==> src/rtl/coreaxitoahbl_cdc_rx_handshake.sv <==
// Receive side of the toggle-handshake CDC: captures the held source word when the
// synchronized request toggle differs from our ack toggle, buffering into a small FIFO.
module coreaxitoahbl_cdc_rx_handshake #(
  parameter int unsigned DATA_WIDTH = 32,
  parameter int unsigned FIFO_DEPTH = 2,
  parameter int unsigned CNT_WIDTH  = 2
) (
  input  logic                  CLK,
  input  logic                  RESET,
  input  logic                  reqToggleSync,
  input  logic [DATA_WIDTH-1:0] asyncData,
  output logic                  ackToggle,
  output logic                  rxValid,
  output logic [DATA_WIDTH-1:0] rxData,
  input  logic                  rxReady,
  output logic [CNT_WIDTH-1:0]  rxCount,
  output logic                  rxStall
);

  localparam int unsigned PTR_W = $clog2(FIFO_DEPTH);
  localparam logic [CNT_WIDTH-1:0] FULL_CNT = CNT_WIDTH'(FIFO_DEPTH);

  logic [DATA_WIDTH-1:0] mem [FIFO_DEPTH];
  logic [PTR_W-1:0]      wrPtr;
  logic [PTR_W-1:0]      rdPtr;
  logic [CNT_WIDTH-1:0]  cntNext;
  logic                  pending;
  logic                  notFull;
  logic                  capture;
  logic                  pop;

  // A request is outstanding while the two toggles disagree; a full FIFO blocks
  // capture even if a pop frees a slot in the same cycle.
  assign pending = reqToggleSync ^ ackToggle;
  assign notFull = (rxCount < FULL_CNT);
  assign capture = pending & notFull;
  assign pop     = rxValid & rxReady;
  assign rxStall = pending & ~notFull;
  assign rxData  = mem[rdPtr];

  always_comb begin
    cntNext = rxCount;
    case ({capture, pop})
      2'b10:   cntNext = rxCount + CNT_WIDTH'(1);
      2'b01:   cntNext = rxCount - CNT_WIDTH'(1);
      default: cntNext = rxCount;
    endcase
  end

  always_ff @(posedge CLK or posedge RESET) begin
    if (RESET) begin
      ackToggle <= 1'b0;
      wrPtr     <= '0;
      rdPtr     <= '0;
      rxCount   <= '0;
      rxValid   <= 1'b0;
    end else begin
      ackToggle <= ackToggle ^ capture;
      if (capture) wrPtr <= wrPtr + PTR_W'(1);
      if (pop)     rdPtr <= rdPtr + PTR_W'(1);
      rxCount   <= cntNext;
      rxValid   <= (cntNext != '0);
    end
  end

  // Storage is not reset; only occupancy and pointers define what is visible.
  always_ff @(posedge CLK) begin
    if (capture) mem[wrPtr] <= asyncData;
  end

endmodule

==> config.mk <==
export PLATFORM = sky130hd
export DESIGN_NAME = coreaxitoahbl_cdc_rx_handshake
export DESIGN_NICKNAME = d
export VERILOG_FILES = /design/src/rtl/coreaxitoahbl_cdc_rx_handshake.sv
export SDC_FILE = /design/constraint.sdc
export NUM_CORES = 1
export LEC_CHECK = 0
export CORE_UTILIZATION = 45
export DETAILED_ROUTE_END_ITERATION = 8
export PLACE_DENSITY = 0.72
export SYNTH_ARGS = -nofsm -noshare
export SYNTH_HDL_FRONTEND = slang
export SYNTH_SLANG_ARGS = --single-unit
==> constraint.sdc <==
create_clock -name CLK -period 7.8 [get_ports CLK]
set_clock_uncertainty 0.2 [all_clocks]
set_input_delay 1.56 -clock CLK [delete_from_list [all_inputs] [get_ports CLK]]
set_output_delay 1.56 -clock CLK [all_outputs]
set_load 0.02 [all_outputs]
==> results.yml <==
run_status:
  status: "completed"
critical_path:
  reg2regPathDepth: 3
  required_ns: 6.04
  crit_type: "in2out"
  critPathArrivalTime_ns: 2.98
  crit_path_end_kind: "output pin"
  cp_max_fo: 2
  setup.worst_path.start_class: "input pin"
grt:
  grt_start_max_net_pins: 34
  grt-ovfl-total: 0
  antenna_found_initial: 0
  grt_pass1_vias: 1383
  grt_pass1_wl_um: 6580
  track_usage: 0.146
flow_run:
  drv_cap: 0
die:
  rows: 28
  fp.dieH_um: 80.0
  dieArea_um2: 6400
  die_w_um: 80.0
  initial_core_util: 0.465
  ios: 73
  coreArea_um2: 5890
finish:
  multi_input_area_um2: 628
  drive_above_1_share: 0.252
  seq_area_um2: 2070
  utilization: 0.631
  num-fill-cells: 427
  nets: 242
  stdcell_area_um2: 3710
  syn_to_final_growth_pct: 35.6
  antenna_cells: 0
sta:
  fin_crit_sh: 0.608
  clock.fmax_mhz: 211
  worstMarginPinSlew_ns: 1.03
  max-slew-margin-rel: 0.313
  setup_viol: 0
  period_needed_ns: 4.74
  tns_ns: 0
  whs_ns: 0.347
  hold_viol_final: 0
  rsz0062_at_grt: "no"
  slew_violations: 0
routing:
  via_count: 1341
  drtIter0Drc: 22
  drt-total-wl_um: 4390
  wire_per_inst_um: 15.4
  via_per_inst: 4.71
  ant_nets: 0
  drt_first_pass_iters: 3
  post-route-drc-count: 0
clocking:
  cts_made_buffers: 9
  postCtsResizedCells: 0
  clock_latency_ns: 0.33
  cts_root_buf: "clkbuf_8"
  cts_setup_buffers: 0
  cts_tree: "yes"
  cts.htree.levels: 3
  clkSlewWorstSetupHoldPaths_ns: 0.06
  clkSinkCount: 70
  ctsHoldBuffers: 0
  cts_buffer_depth: 2
place:
  place_congestion: 0.652
  place_area_um2: 3520
  dpl.hpwl_um: 2900
  port_buffers: 72
logic_synthesis:
  seq_area_frac_synth: 0.757
  synth_cell_types: 15
  syn-num-nets: 163
  ys_ff_latch: 70
  netlist_instances: 126
  syn_avg_cell_area_um2: 21.7
  netlist_area_um2: 2740
  yosysWarningCount: 0
pwr:
  p_leak_uw: 0.00135
  finalPower_uw: 1480
  peakVddDrop_mv: 0.225
  power_density_nw_per_um2: 397
worst_hold_path:
  hold_class: "reg2reg"
  holdPathStages: 1
## path summary, 6_finish.rpt
path	from	endpoint	slack, ns
max in group asynchronous	RESET	rdPtr	5.96
hold reg to reg	wrPtr	wrPtr	0.35
setup reg to reg	register	mem[1][13]	5.65
setup / recovery	reqToggleSync	rxStall	3.06
min in group asynchronous	RESET	rxCount[0]	1.23
hold / removal	wrPtr	wrPtr	0.35
## critical path, cell delays in order
cell and delay (ns):
clkdlybuf4s50_1 0.49, xor2_1 0.19, and2_1 0.15, clkdlybuf4s50_1 0.60
## cells in the final DEF (no fill, tap or decap), drive strengths merged
master / instances
xor2: 3
dfrtp: 6
ha: 1
nand2b: 1
edfxtp: 64
nor3b: 1
nor2: 3
xnor2: 3
clkinv: 5
nor3: 1
and4bb: 2
and2: 2
clkinvlp: 1
clkbuf: 9
clkdlybuf4s50: 72
mux2: 33
bufinv: 1
inv: 2
## final cells by class
cell class              instances  area share
clock buffers                   9      0.0334
clock inverters                 7      0.0175
inverters                       2     0.00202
multi-input cells              50       0.169
flip-flops and latches         70       0.558
well taps                      75      0.0253
repair buffers                 72       0.194
## kinds of logic after synthesis
| logic type | count (synthesis) | share of synthesized area |
|---|---|---|
| DFF | 70 | 0.757 |
| adders and majority gates | 1 | 0.00457 |
| and+or+nand+nor | 10 | 0.0247 |
| xor gates and xnor gates | 6 | 0.0192 |
| buffers and inverters | 6 | 0.0192 |
| muxes | 33 | 0.176 |
## where the power goes
group	switching, uW	total (uW)	internal [uW]
logic	258	587	329
clock network	128	273	145
registers	83.4	616	532
total	469	1480	1010
## sequential cells by signal (all words and copies together), names as in the netlist, named ones only
signal and flops:
mem 64, rdPtr 1, rxCount 2, rxValid 1, wrPtr 1
## cells in the mapped netlist (all sizes together)
| library cell | n | share of area |
|---|---|---|
| and2 | 2 | 0.0046 |
| and4bb | 2 | 0.0091 |
| buf | 4 | 0.016 |
| dfrtp | 6 | 0.055 |
| edfxtp | 64 | 0.70 |
| ha | 1 | 0.0046 |
| inv | 2 | 0.0027 |
| mux2 | 33 | 0.18 |
| nand2b | 1 | 0.0023 |
| nor2 | 3 | 0.0041 |
| nor3 | 1 | 0.0018 |
| nor3b | 1 | 0.0027 |
| xnor2 | 3 | 0.0096 |
| xor2 | 3 | 0.0096 |
## metal layers
layer  GRT usage  up-vias  part of all wire
li1            -      643                 -
met4      0.0857        0             0.014
met2       0.251       37              0.54
met1       0.160      652              0.40
met5           0        -                 0
met3      0.0400        9             0.044
## per-stage QoR
stage / std cells / setup slack, ns
after floorplan: 126 / 3.96
after global placement: 269 / 3.08
after detailed placement: 269 / 3.06
after CTS: 285 / 3.05
after global routing: 285 / 2.99
final: 285 / 3.06
Note: power is estimated with default switching activity, not from simulation.
